`config.mk`:
```
export PLATFORM = sky130hd
export DESIGN_NAME = usb_tx_fifo
export DESIGN_NICKNAME = d
export VERILOG_FILES = /design/src/rtl/usb_tx_fifo.sv
export SDC_FILE = /design/constraint.sdc
export NUM_CORES = 1
export LEC_CHECK = 0
export CAP_MARGIN = 20
export CORE_UTILIZATION = 40
export CTS_CLUSTER_SIZE = 14
export DETAILED_ROUTE_END_ITERATION = 16
export SYNTH_ARGS = -nofsm -noshare
export SYNTH_HDL_FRONTEND = slang
export SYNTH_SLANG_ARGS = --single-unit
```
`constraint.sdc`:
```
create_clock -name clk_i -period 7.3 [get_ports clk_i]
set_input_delay 2.19 -clock clk_i [delete_from_list [all_inputs] [get_ports clk_i]]
set_output_delay 2.19 -clock clk_i [all_outputs]
set_load 0.02 [all_outputs]
```
`src/rtl/usb_tx_fifo.sv`:
```
// usb_tx_fifo
//
// Byte FIFO with a two-state drain sequencer feeding the usb_pipeline transmit
// port. Producers push at full clock rate; a write attempted while full is
// dropped and latched in a sticky overflow flag rather than back-pressured.
// The sequencer pops one byte at a time, presents it with a one-cycle
// usb_tx_enable_o strobe and then waits, without timeout, for usb_tx_done_i.
//
// Ports
//   clk_i            single clock, rising edge
//   rst_i            asynchronous, active-high reset
//   wr_data_i        byte to enqueue
//   wr_en_i          enqueue wr_data_i this cycle
//   full_o           count == DEPTH
//   empty_o          count == 0
//   level_o          current count, 0..DEPTH
//   overflow_o       sticky, set when a write is dropped
//   usb_tx_data_o    last popped byte, held until the next pop
//   usb_tx_enable_o  one-cycle strobe, usb_tx_data_o valid with it
//   usb_tx_done_i    pipeline accepted the byte (sampled only while waiting)

module usb_tx_fifo #(
  parameter int unsigned DEPTH = 16,
  parameter int unsigned AW    = 4
) (
  input  logic          clk_i,
  input  logic          rst_i,
  input  logic [7:0]    wr_data_i,
  input  logic          wr_en_i,
  output logic          full_o,
  output logic          empty_o,
  output logic [AW:0]   level_o,
  output logic          overflow_o,
  output logic [7:0]    usb_tx_data_o,
  output logic          usb_tx_enable_o,
  input  logic          usb_tx_done_i
);

  localparam logic [AW:0] DepthCount = (AW+1)'(DEPTH);

  typedef enum logic [0:0] {
    StIdle,
    StWait
  } state_e;

  // Storage array is intentionally not reset.
  logic [7:0]    mem_q [DEPTH];

  logic [AW-1:0] wr_ptr_q, wr_ptr_d;
  logic [AW-1:0] rd_ptr_q, rd_ptr_d;
  logic [AW:0]   count_q, count_d;
  logic          overflow_q, overflow_d;

  state_e        state_q;
  logic [7:0]    tx_data_q;
  logic          tx_en_q;

  logic          full;
  logic          empty;
  logic          wr_accept;
  logic          wr_reject;
  logic          pop;

  // Flags come straight off the registered count, so they reflect only what
  // was committed on the previous edge.
  assign full  = (count_q == DepthCount);
  assign empty = (count_q == '0);

  // A pop in the same cycle never rescues a write attempted while full.
  assign wr_accept = wr_en_i && !full;
  assign wr_reject = wr_en_i && full;
  assign pop       = (state_q == StIdle) && !empty;

  always_comb begin
    wr_ptr_d   = wr_ptr_q;
    rd_ptr_d   = rd_ptr_q;
    count_d    = count_q;
    overflow_d = overflow_q;

    if (wr_accept) begin
      wr_ptr_d = wr_ptr_q + 1'b1;
    end
    if (pop) begin
      rd_ptr_d = rd_ptr_q + 1'b1;
    end
    if (wr_reject) begin
      overflow_d = 1'b1;
    end

    case ({wr_accept, pop})
      2'b10:   count_d = count_q + 1'b1;
      2'b01:   count_d = count_q - 1'b1;
      default: count_d = count_q;
    endcase
  end

  always_ff @(posedge clk_i or posedge rst_i) begin
    if (rst_i) begin
      wr_ptr_q   <= '0;
      rd_ptr_q   <= '0;
      count_q    <= '0;
      overflow_q <= 1'b0;
    end else begin
      wr_ptr_q   <= wr_ptr_d;
      rd_ptr_q   <= rd_ptr_d;
      count_q    <= count_d;
      overflow_q <= overflow_d;
    end
  end

  always_ff @(posedge clk_i) begin
    if (wr_accept) begin
      mem_q[wr_ptr_q] <= wr_data_i;
    end
  end

  // Drain sequencer with registered outputs. Strobe is asserted on the pop
  // edge and cleared on the following edge regardless of state, so it is
  // always exactly one cycle wide.
  always_ff @(posedge clk_i or posedge rst_i) begin
    if (rst_i) begin
      state_q   <= StIdle;
      tx_data_q <= 8'h00;
      tx_en_q   <= 1'b0;
    end else begin
      case (state_q)
        StIdle: begin
          tx_en_q <= 1'b0;
          if (pop) begin
            tx_data_q <= mem_q[rd_ptr_q];
            tx_en_q   <= 1'b1;
            state_q   <= StWait;
          end
        end
        StWait: begin
          tx_en_q <= 1'b0;
          // Done is honoured even in the strobe cycle itself.
          if (usb_tx_done_i) begin
            state_q <= StIdle;
          end
        end
        default: begin
          tx_en_q <= 1'b0;
          state_q <= StIdle;
        end
      endcase
    end
  end

  assign full_o          = full;
  assign empty_o         = empty;
  assign level_o         = count_q;
  assign overflow_o      = overflow_q;
  assign usb_tx_data_o   = tx_data_q;
  assign usb_tx_enable_o = tx_en_q;

endmodule

```
---- Word-level counts from Yosys, hierarchy flattened ----
Memory sizes are Yosys's and may differ from the RTL's. A register that Yosys moved wholly into a read port is not among the register bits.
Cells that the tools add are included.
word-level totals
  memories kept ........................... 1
  bits in registers ....................... 16
  bits in writable memories ............... 128
  output and inout bits ................... 17
  word-level logic and storage cells ...... 30
  bits of input ports ..................... 12
memories
  memory  words  width  read ports  clocked after Yosys merged registers in  wr ports  line  source
  mem_q   16     8      1           1                                        1         47    logic [7:0] mem_q [DEPTH];
operators by class
  bitwise operators ....................... 1
  equal/unequal tests ..................... 3
  add/sub/neg operators ................... 4
  reduce and logical (&&, ||, !) cells .... 8
  multiplexer cells ....................... 7
operator list
  cell                                                                   count
  5-bit one-hot mux with 2 select lines                                  1
  4-bit by 1-bit adder with 4-bit output, second input constant          2
  5-bit by 1-bit adder with 5-bit output, second input constant          1
  5-bit equality test, second input constant                             1
  5-bit zero test                                                        1
  5-bit by 1-bit subtractor with 5-bit output, second input constant     1
  1-bit two-way mux                                                      4
  1-bit one-hot mux with 2 select lines                                  2
  1-bit logical AND                                                      3
  2-bit by 1-bit equality test with 1-bit output, second input constant  1
  2-bit equality test, second input constant                             1
  1-bit zero test                                                        2
  2-bit AND reduction                                                    1
  2-bit nonzero test                                                     1
  1-bit inverter                                                         1

---- Depth between registers and ports, before layout ----
Gate-level depths: netlist of run 1.
  depth in word-level cells ............... 5
  mapped depth ............................ 13

---- Least setup slack after synthesis of run 1 ----
No wires, ideal clock.
  path type ............................... input to register
  from .................................... input wr_en_i
  to ...................................... register count_q[4] (netlist: level_o[4])
  setup time .............................. 0.130 ns
  path buffers ............................ 1
  path slack .............................. 3.246 ns
  data arrival time ....................... 3.924 ns
  data required time ...................... 7.170 ns
  cell stages on the path ................. 11
  cells stage by stage .................... and2_1 -> buf_2 -> inv_1 -> ha_1 -> inv_1 -> fa_1 -> nor2b_1 -> o21ai_0 -> nand3_1 -> or3b_1 -> xnor2_1
on the way
  longest elaborated chain between the ends .. 3
  elaborated cells on any way between the ends .. 5
RTL lines
  what                                                                                          line  source
  start, declared                                                                               29    input logic wr_en_i,
  1-bit logical AND (*)                                                                         70    assign wr_accept = wr_en_i && !full;
  2-bit by 1-bit equality test with 1-bit output / 2-bit equality test (equally long branches)  90    case ({wr_accept, pop})
  5-bit one-hot mux with 2 select lines / 2-bit nonzero test (equally long branches)            -
  end signal, assigned                                                                          106   count_q <= count_d;
  end, declared                                                                                 51    logic [AW:0] count_q, count_d;
Every way passes the cells marked *; elsewhere a longest branch is shown, timed or not.
A chain may end at the register's enable or synchronous reset.

---- Worst setup path after layout of run 1 ----
Ends and elaborated chain as after synthesis.

==> reports/results.ini, run 1 <==
[clock_tree]
cts-resized-gates = 0
htree_num_levels = 4
cts.clk_slew.worst_paths_ns = 0.06
cts_buffer_depth = 2
cts-buffers-inserted = 17
cts_root_buffer = clkbuf_16
insertion_delay_ns = 0.42
cts.sinks = 152
hold_buffers = 0
cts_tree = built
post-cts-setup-buffers = 0

[place]
port_buffers = 28
gp_congestion = 0.735
hpwl_mm = 7.15

[timing]
max_slew.worst_pin.slew_ns = 0.950
fin_skew_ns = 0.00721
setup_tns_ns = 0
rsz0062_at_grt = false
slew_headroom = 0.365
slew_viol_final = 0
period_share = 0.584
hold_slack_ns = 0.458
hold_viol = 0
fmax_mhz = 235
min_period_ns = 4.26
setup_viol = 0

[yosys]
netlist_instances = 315
synth_area_per_cell_sq_um = 19.3
seq_area_frac_synth = 0.730
yosysWarnings = 0
synthDistinctLibCells = 36
syn_area_sq_um = 6090
ys_ff_latch = 152
syn-num-nets = 337

[worst_setup_path]
worstPathRequired_ns = 7.60
crit_top_cell = ha_1
crit_fanout = 9
cpMaxStageDelayCell = clkdlybuf4s50_1
cp.arrival_ns = 4.56
worstSetupEndpointType = flip-flop
critical_path_class = primary input to flip-flop
slowest_delay_ns = 0.47
start_kind = primary input
path_cells = clkdlybuf4s50_1, and2_1, inv_1, ha_1, ha_1, nor2b_1, o21ai_0, a21oi_1, or3b_1, xnor2_1

[floorplanning]
initial_core_util = 0.414
io_pins = 29
die_w_um = 125
dieArea_sq_um = 15700
die_y_um = 125
coreArea_sq_um = 14700
row_count = 44

[job]
drv_cap = 0

[drt]
dr.pass1.iters = 10
wl_per_cell_um = 20.8
drt_wl_total_mm = 11.4
drc = 1
ant_nets = 0
viasPerCell = 5.29
vias = 2914
drtIter0Drc = 255

[pwr]
power_density_nw_per_um2 = 412
leakagePower_uw = 0.00248
ir_drop_uv = 175
p_total_uw = 2970

[status]
violations = DRC
status = complete, but fails checks

[worst_hold_path]
hold_class = flip-flop to flip-flop

[global_route]
antenna_found_initial = 0
grt_pass1_wl_mm = 18.1
grt_max_degree = 35
grt_overflow = 0
grt.total_usage = 0.161
grt_pass1_vias = 3009

[finish]
fillCellCount = 1209
multi_input_area_sq_um = 1510
seq_area_sq_um = 4440
antenna_cells = 0
drive_gt1_frac = 0.213
fin_nets = 376
syn_to_final_growth_pct = 18.4

==> synthesized netlist by cell type, drive strengths merged <==
| cell type | n | share of area |
|---|---|---|
| xnor2 | 8 | 0.012 |
| and2b | 1 | 0.0016 |
| nor4 | 1 | 0.0021 |
| or3b | 1 | 0.0014 |
| buf | 14 | 0.016 |
| ha | 9 | 0.018 |
| o21ai | 4 | 0.0033 |
| nand2 | 21 | 0.013 |
| mux2i | 17 | 0.028 |
| nand2b | 2 | 0.0021 |
| mux4 | 32 | 0.12 |
| fa | 1 | 0.0033 |
| a2111oi | 1 | 0.0045 |
| inv | 10 | 0.0062 |
| edfxtp | 128 | 0.63 |
| a21o | 2 | 0.0027 |
| xor2 | 2 | 0.0029 |
| or2 | 1 | 0.0014 |
| nor3 | 4 | 0.0033 |
| clkbuf | 2 | 0.0014 |
| nand4 | 2 | 0.0021 |
| or3 | 1 | 0.0012 |
| and2 | 1 | 0.0010 |
| a311oi | 1 | 0.0025 |
| dfrtp | 24 | 0.099 |
| nor2b | 2 | 0.0021 |
| nand3 | 1 | 0.00082 |
| o221ai | 7 | 0.010 |
| nor2 | 13 | 0.0080 |
| a21oi | 2 | 0.0016 |
==> logic make-up (layout without fill, tap and decap cells) <==
group                      count (synthesis)  after routing  synth area share
DFF                                      152            152             0.730
and+or+nand+nor                           51             51            0.0401
muxes                                     49             49             0.146
buffers and inverters                     26             78            0.0232
AOI/OAI and AO/OA                         17             17            0.0247
adders and majority gates                 10             10            0.0218
xor gates and xnor gates                  10             10            0.0144
==> path summary, 6_finish.rpt <==
| kind | end | slack (ns) | start | cells after the start |
|---|---|---|---|---|
| worst min-delay path | overflow_o$_DFFE_PP0P_ | 0.46 | overflow_o$_DFFE_PP0P_ | 1 |
| min in group asynchronous | level_o[0]$_DFFE_PP0P_ | 2.06 | rst_i | 2 |
| worst max register to register | level_o[4]$_DFFE_PP0P_ | 4.35 | level_o[1]$_DFFE_PP0P_ | 11 |
| worst max-delay path | level_o[4]$_DFFE_PP0P_ | 3.04 | wr_en_i | 10 |
| worst min register to register | overflow_o$_DFFE_PP0P_ | 0.46 | overflow_o$_DFFE_PP0P_ | 1 |
| max in group asynchronous | usb_tx_data_o[7]$_DFFE_PP0P_ | 4.81 | rst_i | 3 |
==> routing by layer <==
metal | track usage | part of all wire
met2 | 0.245 | 0.49
met4 | 0.0667 | 0.013
met1 | 0.225 | 0.47
met5 | 0 | 0
met3 | 0.0355 | 0.030
==> final cells by class <==
cell class,count,area share
timing repair buffer,36,0.0486
clock buffer,20,0.0619
multi-input combinational,137,0.209
inverter,10,0.00520
clock inverter,12,0.0277
tap,184,0.0319
sequential,152,0.616
==> flip-flops by register name (all words and copies together), names as in the netlist <==
register	flops
mem_q	128
state_q	1
usb_tx_data_o	8
wr_ptr_q	4
usb_tx_enable_o	1
rd_ptr_q	4
level_o	5
overflow_o	1
==> stage by stage <==
step / std cells / utilization / area [sq um] / worst slack, ns
detailed placement: 518 / 0.445 / 6540 / 2.59
global route: 551 / 0.491 / 7210 / 2.91
CTS: 550 / 0.489 / 7190 / 3.03
floorplan: 315 / - / 6090 / 3.25
finish: 551 / 0.491 / 7210 / 3.04
global placement: 514 / 0.444 / 6520 / 2.65
==> where the power goes <==
part	total [uW]	internal, uW	switching (uW)
clock	954	616	338
combinational	854	400	454
sequential	1160	1080	78.1
==> worst max-delay path, delay by kind of cell <==
family,cells,cell delay (ns)
adders and majority gates,2,0.59
xor gates and xnor gates,1,0.13
AOI/OAI and AO/OA,2,0.29
buffers and inverters,2,0.56
and+or+nand+nor,3,0.82
==> cell usage in the layout (no fill, tap or decap), types with 2 or more instances in the layout <==
master	n
clkbuf_16	17
o221ai_1	7
dfrtp_1	24
mux4_2	32
buf_2	4
xnor2_1	8
xor2_1	2
nor2b_1	2
nand2_1	21
mux2i_1	17
nor2_1	13
o21ai_0	4
nand4_1	2
clkdlybuf4s50_1	28
nor3_1	4
nand2b_1	2
bufinv_16	5
edfxtp_1	128
ha_1	9
clkinv_2	2
clkbuf_1	2
clkinvlp_4	3
buf_4	3
a21oi_1	2
inv_1	9
Note: power is estimated with default switching activity, not from simulation.
==> run 2, diff against run 1 <==
==> constraint.sdc (replaced) <==
create_clock -name clk_i -period 3.6 [get_ports clk_i]
set_input_delay 1.08 -clock clk_i [delete_from_list [all_inputs] [get_ports clk_i]]
set_output_delay 1.08 -clock clk_i [all_outputs]
set_load 0.02 [all_outputs]
==> run 2 against run 1 <==
Effect of this change:
- the flow now finishes without violations
- non-clock buffer count up 15
- final area up 1.6%
- cell count up 2.7%
- sequential power up 110%
- clock skew up 0.0052 ns
- clock power up 110%
- core utilization up 0.81 points
==> reports/results.ini, run 2 (synthesized netlist as in run 1, its figures left out) <==
[status]
status = complete, no violations

[drt]
vias = 3016
dr.pass1.iters = 6
wl_per_cell_um = 20.4
viasPerCell = 5.33
drc = 0
drt_wl_total_mm = 11.5
drtIter0Drc = 251
ant_nets = 0

[place]
gp_congestion = 0.717
port_buffers = 28
hpwl_mm = 7.31
dp_cells = 534
dpl-instance-area_sq_um = 6670

[finish]
largest_register_ffs = 128
final_cell_count_no_fill = 566
syn_to_final_growth_pct = 20.4
drive_gt1_frac = 0.241
top_register = mem_q
final_area_sq_um = 7330
layout_common_cells = edfxtp_1, mux4_2, clkdlybuf4s50_1
antenna_cells = 0
fin_nets = 391
final_common_cell = edfxtp_1

[floorplanning]
coreArea_sq_um = 14700
die_w_um = 125
initial_core_util = 0.414
row_count = 44
io_pins = 29
dieArea_sq_um = 15700
die_y_um = 125

[clock_tree]
cts-resized-gates = 0
cts_buffer_depth = 2
htree_num_levels = 4
cts.clk_slew.worst_paths_ns = 0.06
insertion_delay_ns = 0.42
cts_tree = built
cts_root_buffer = clkbuf_16
post-cts-setup-buffers = 0
hold_buffers = 0
cts.sinks = 152
cts-buffers-inserted = 17

[worst_setup_path]
critical_path_class = flip-flop to output pin
worstPathRequired_ns = 2.52
cpMaxStageDelayCell = clkdlybuf4s50_1
r2r_setup_slack_ns = 0.68
cp-endpoint = empty_o
slowest_delay_ns = 0.60
crit_fanout = 5
r2r_cells = 11
crit_family = buffers and inverters
worstSetupEndpointType = output pin
cp.depth = 3
cp.arrival_ns = 1.97
worst-path-buf-inv = 1
path_cells = nor4_2, and2b_4, clkdlybuf4s50_1
crit_path_start = level_o[0]$_DFFE_PP0P_
r2r_end = level_o[4]$_DFFE_PP0P_
start_kind = flip-flop
r2r_start = level_o[0]$_DFFE_PP0P_

[timing]
slew_viol_final = 0
fin_skew_ns = 0.0124
setup_viol = 0
rsz0062_at_grt = false
max_slew.worst_pin.slew_ns = 0.702
period_share = 0.846
slew_headroom = 0.532
hold_slack_ns = 0.453
min_period_ns = 3.05
setup_tns_ns = 0
fmax_mhz = 328
hold_viol = 0

[global_route]
grt_pass1_vias = 3107
grt_pass1_wl_mm = 18.1
grt_max_degree = 28
grt.total_usage = 0.159
antenna_found_initial = 0
grt_overflow = 0

[pwr]
p_total_uw = 6100
leakagePower_uw = 0.00257
ir_drop_uv = 411
power_density_nw_per_um2 = 832

[worst_hold_path]
hold_class = flip-flop to flip-flop

[job]
drv_cap = 0

-- run 2: cell types whose count changed in the layout (fill, tap and decap cells not counted), sizes merged --
cell      before  now
clkinv         3    2
buf            8   23
clkbuf        20   22
inv           11   13
clkinvlp       3    0
-- run 2: area by class of cell --
cell class | instances | area, sq um
fill | 1195 | 7370
clock inverter | 10 | 189
sequential | 152 | 4440
inverter | 10 | 37.5
timing repair buffer | 51 | 453
tap | 184 | 230
multi-input combinational | 137 | 1510
clock buffer | 22 | 474
-- run 2: stage by stage --
step           setup slack (ns)   util
6_report                  0.554  0.499
5_1_grt                   0.476  0.499
4_1_cts                   0.524  0.499
3_5_place_dp              0.200  0.454
3_3_place_gp              0.259  0.454
2_1_floorplan             0.656      -
-- run 2: power breakdown --
part           internal [uW]  total, uW  switching [uW]
clock                   1290       1970             680
combinational            849       1710             862
sequential              2190       2420             224
total                   4330       6100            1770
-- run 2: how the worst min path moves through the flow --
stage	startpoint	endpoint	slack [ns]	depth (start not counted)
3_5_place_dp	overflow_o$_DFFE_PP0P_	overflow_o$_DFFE_PP0P_	0.44	1
6_report	overflow_o$_DFFE_PP0P_	overflow_o$_DFFE_PP0P_	0.45	1
3_3_place_gp	overflow_o$_DFFE_PP0P_	overflow_o$_DFFE_PP0P_	0.44	1
4_1_cts	overflow_o$_DFFE_PP0P_	overflow_o$_DFFE_PP0P_	0.46	1
2_1_floorplan	state_q$_DFF_PP0_	state_q$_DFF_PP0_	0.47	1
5_1_grt	overflow_o$_DFFE_PP0P_	overflow_o$_DFFE_PP0P_	0.47	1
-- run 2: metal layers --
layer / vias to the layer above / global-route usage / part of all wire
li1: 1354 / - / -
met1: 1586 / 0.224 / 0.46
met2: 62 / 0.243 / 0.49
met3: 14 / 0.0398 / 0.046
met4: 0 / 0.0574 / 0.011
met5: - / 0 / 0
-- run 2: worst reg2reg max path, delay by kind of cell, from the launching register on --
family	cells	cell delay [ns]
AND/OR/NAND/NOR	5	1.26
XOR/XNOR	1	0.13
buffers and inverters	1	0.12
flip-flops	1	0.43
adder cells (fa/ha/maj)	2	0.58
AO/OA/AOI/OAI	2	0.30
==> run 3, diff against run 2 <==
==> constraint.sdc (replaced) <==
create_clock -name clk_i -period 2.9 [get_ports clk_i]
set_input_delay 0.87 -clock clk_i [delete_from_list [all_inputs] [get_ports clk_i]]
set_output_delay 0.87 -clock clk_i [all_outputs]
set_load 0.02 [all_outputs]
==> run 3 against run 2 <==
Effect of this change:
- the flow now finishes with violations (DRC)
- sequential share of layout area is 0.28 points higher
- clock skew is 0.0034 ns lower
- register-to-register slack worse by 0.49 ns
- non-clock buffer count is 5 higher
- largest cell class unchanged
- largest power group unchanged
- clock-buffer cell count is 1 lower
- critical endpoint unchanged
==> reports/results.ini, run 3 (synthesized netlist as in run 1, its figures left out) <==
[finish]
seq_area_sq_um = 4440
fin_util = 0.497
syn_to_final_growth_pct = 19.8
final_common_cell = edfxtp_1
largest_register_ffs = 128
fillCellCount = 1214
top_register = mem_q
drive_gt1_frac = 0.251
multi_input_area_sq_um = 1510
fin_nets = 396
layout_common_cells = edfxtp_1, mux4_2, clkdlybuf4s50_1, buf_4, dfrtp_1
antenna_cells = 0

[worst_hold_path]
hold_start = overflow_o$_DFFE_PP0P_
whs_path_depth = 1
hold_end = overflow_o$_DFFE_PP0P_
hold_class = flip-flop to flip-flop

[floorplanning]
initial_core_util = 0.414
die_w_um = 125
coreArea_sq_um = 14700
io_pins = 29
die_y_um = 125
row_count = 44
dieArea_sq_um = 15700

[clock_tree]
cts_root_buffer = clkbuf_16
cts_buffer_depth = 2
cts.clk_slew.worst_paths_ns = 0.06
cts-resized-gates = 0
cts.sinks = 152
htree_num_levels = 4
insertion_delay_ns = 0.42
post-cts-setup-buffers = 0
cts_tree = built
hold_buffers = 0
cts-buffers-inserted = 17

[global_route]
grt_pass1_vias = 3176
grt_pass1_wl_mm = 18.5
antenna_found_initial = 0
grt_max_degree = 35
grt_overflow = 0
grt.total_usage = 0.165

[worst_setup_path]
r2r_setup_slack_ns = 0.19
worstSetupEndpointType = output pin
r2r_start = level_o[1]$_DFFE_PP0P_
worst-path-buf-inv = 1
path_cells = nor4_2, and2b_4, clkdlybuf4s50_1
crit_fanout = 4
worstPathRequired_ns = 2.03
r2r_end = level_o[4]$_DFFE_PP0P_
cpMaxStageDelayCell = clkdlybuf4s50_1
critical_path_class = flip-flop to output pin
cp.arrival_ns = 1.96
crit_family = buffers and inverters
r2r_cells = 11
slowest_delay_ns = 0.60
start_kind = flip-flop

[drt]
drtIter0Drc = 279
dr.pass1.iters = 12
wl_per_cell_um = 20.3
drt_wl_total_mm = 11.6
viasPerCell = 5.24
ant_nets = 0
drc = 1
vias = 2991

[timing]
max_slew.worst_pin.slew_ns = 0.586
min_period_ns = 2.83
slew_headroom = 0.608
rsz0062_at_grt = false
slew_viol_final = 0
period_share = 0.974
fin_skew_ns = 0.00899
fmax_mhz = 354
hold_slack_ns = 0.453
hold_viol = 0
setup_viol = 0

[pwr]
ir_drop_uv = 463
power_density_nw_per_um2 = 1000
leakagePower_uw = 0.00257
p_total_uw = 7330

[place]
gp_congestion = 0.695
port_buffers = 28
hpwl_mm = 7.26

[status]
status = complete, but fails checks
violations = DRC

[job]
drv_cap = 0

-- run 3: stage by stage --
stage / cells / setup slack [ns] / instance area, sq um / TNS, ns
2_1_floorplan: 315 / 0.119 / 6090 / 0
3_3_place_gp: 539 / -0.165 / 6720 / -0.165
3_5_place_dp: 539 / -0.224 / 6720 / -0.266
4_1_cts: 571 / 0.0414 / 7300 / 0
5_1_grt: 571 / 0.00346 / 7300 / 0
6_report: 571 / 0.0744 / 7300 / 0
-- run 3: cell type report --
| cell class | count | share of cell area |
|---|---|---|
| inverter | 10 | 0.00514 |
| tap | 184 | 0.0315 |
| clock inverter | 11 | 0.0173 |
| multi-input combinational | 137 | 0.206 |
| timing repair buffer | 56 | 0.0692 |
| clock buffer | 21 | 0.0617 |
| sequential | 152 | 0.609 |
-- run 3: how the worst max path moves through the flow --
stage                     slack (ns)                     end  depth (start not counted)              startpoint
final                           0.07                 empty_o                          3  level_o[1]$_DFFE_PP0P_
after global routing           0.003                 empty_o                          3  level_o[1]$_DFFE_PP0P_
after CTS                       0.04                 empty_o                          3  level_o[1]$_DFFE_PP0P_
after detailed placement       -0.22  level_o[4]$_DFFE_PP0P_                         10                 wr_en_i
after global placement         -0.17  level_o[4]$_DFFE_PP0P_                         10                 wr_en_i
after floorplan                 0.12  level_o[4]$_DFFE_PP0P_                         13  level_o[1]$_DFFE_PP0P_
-- run 3: per-layer routing --
metal / up-vias / global-route usage / wire [um]
met5: - / 0 / 0
met4: 0 / 0.0775 / 247
met3: 20 / 0.0385 / 311
met2: 49 / 0.257 / 5590
met1: 1564 / 0.220 / 5460
li1: 1358 / - / -
-- run 3: power by group --
group	switching [uW]	total [uW]	internal, uW	leakage [uW]
clock network	832	2120	1290	0.000281
registers	203	2930	2720	0.00144
logic	1170	2280	1110	0.000849
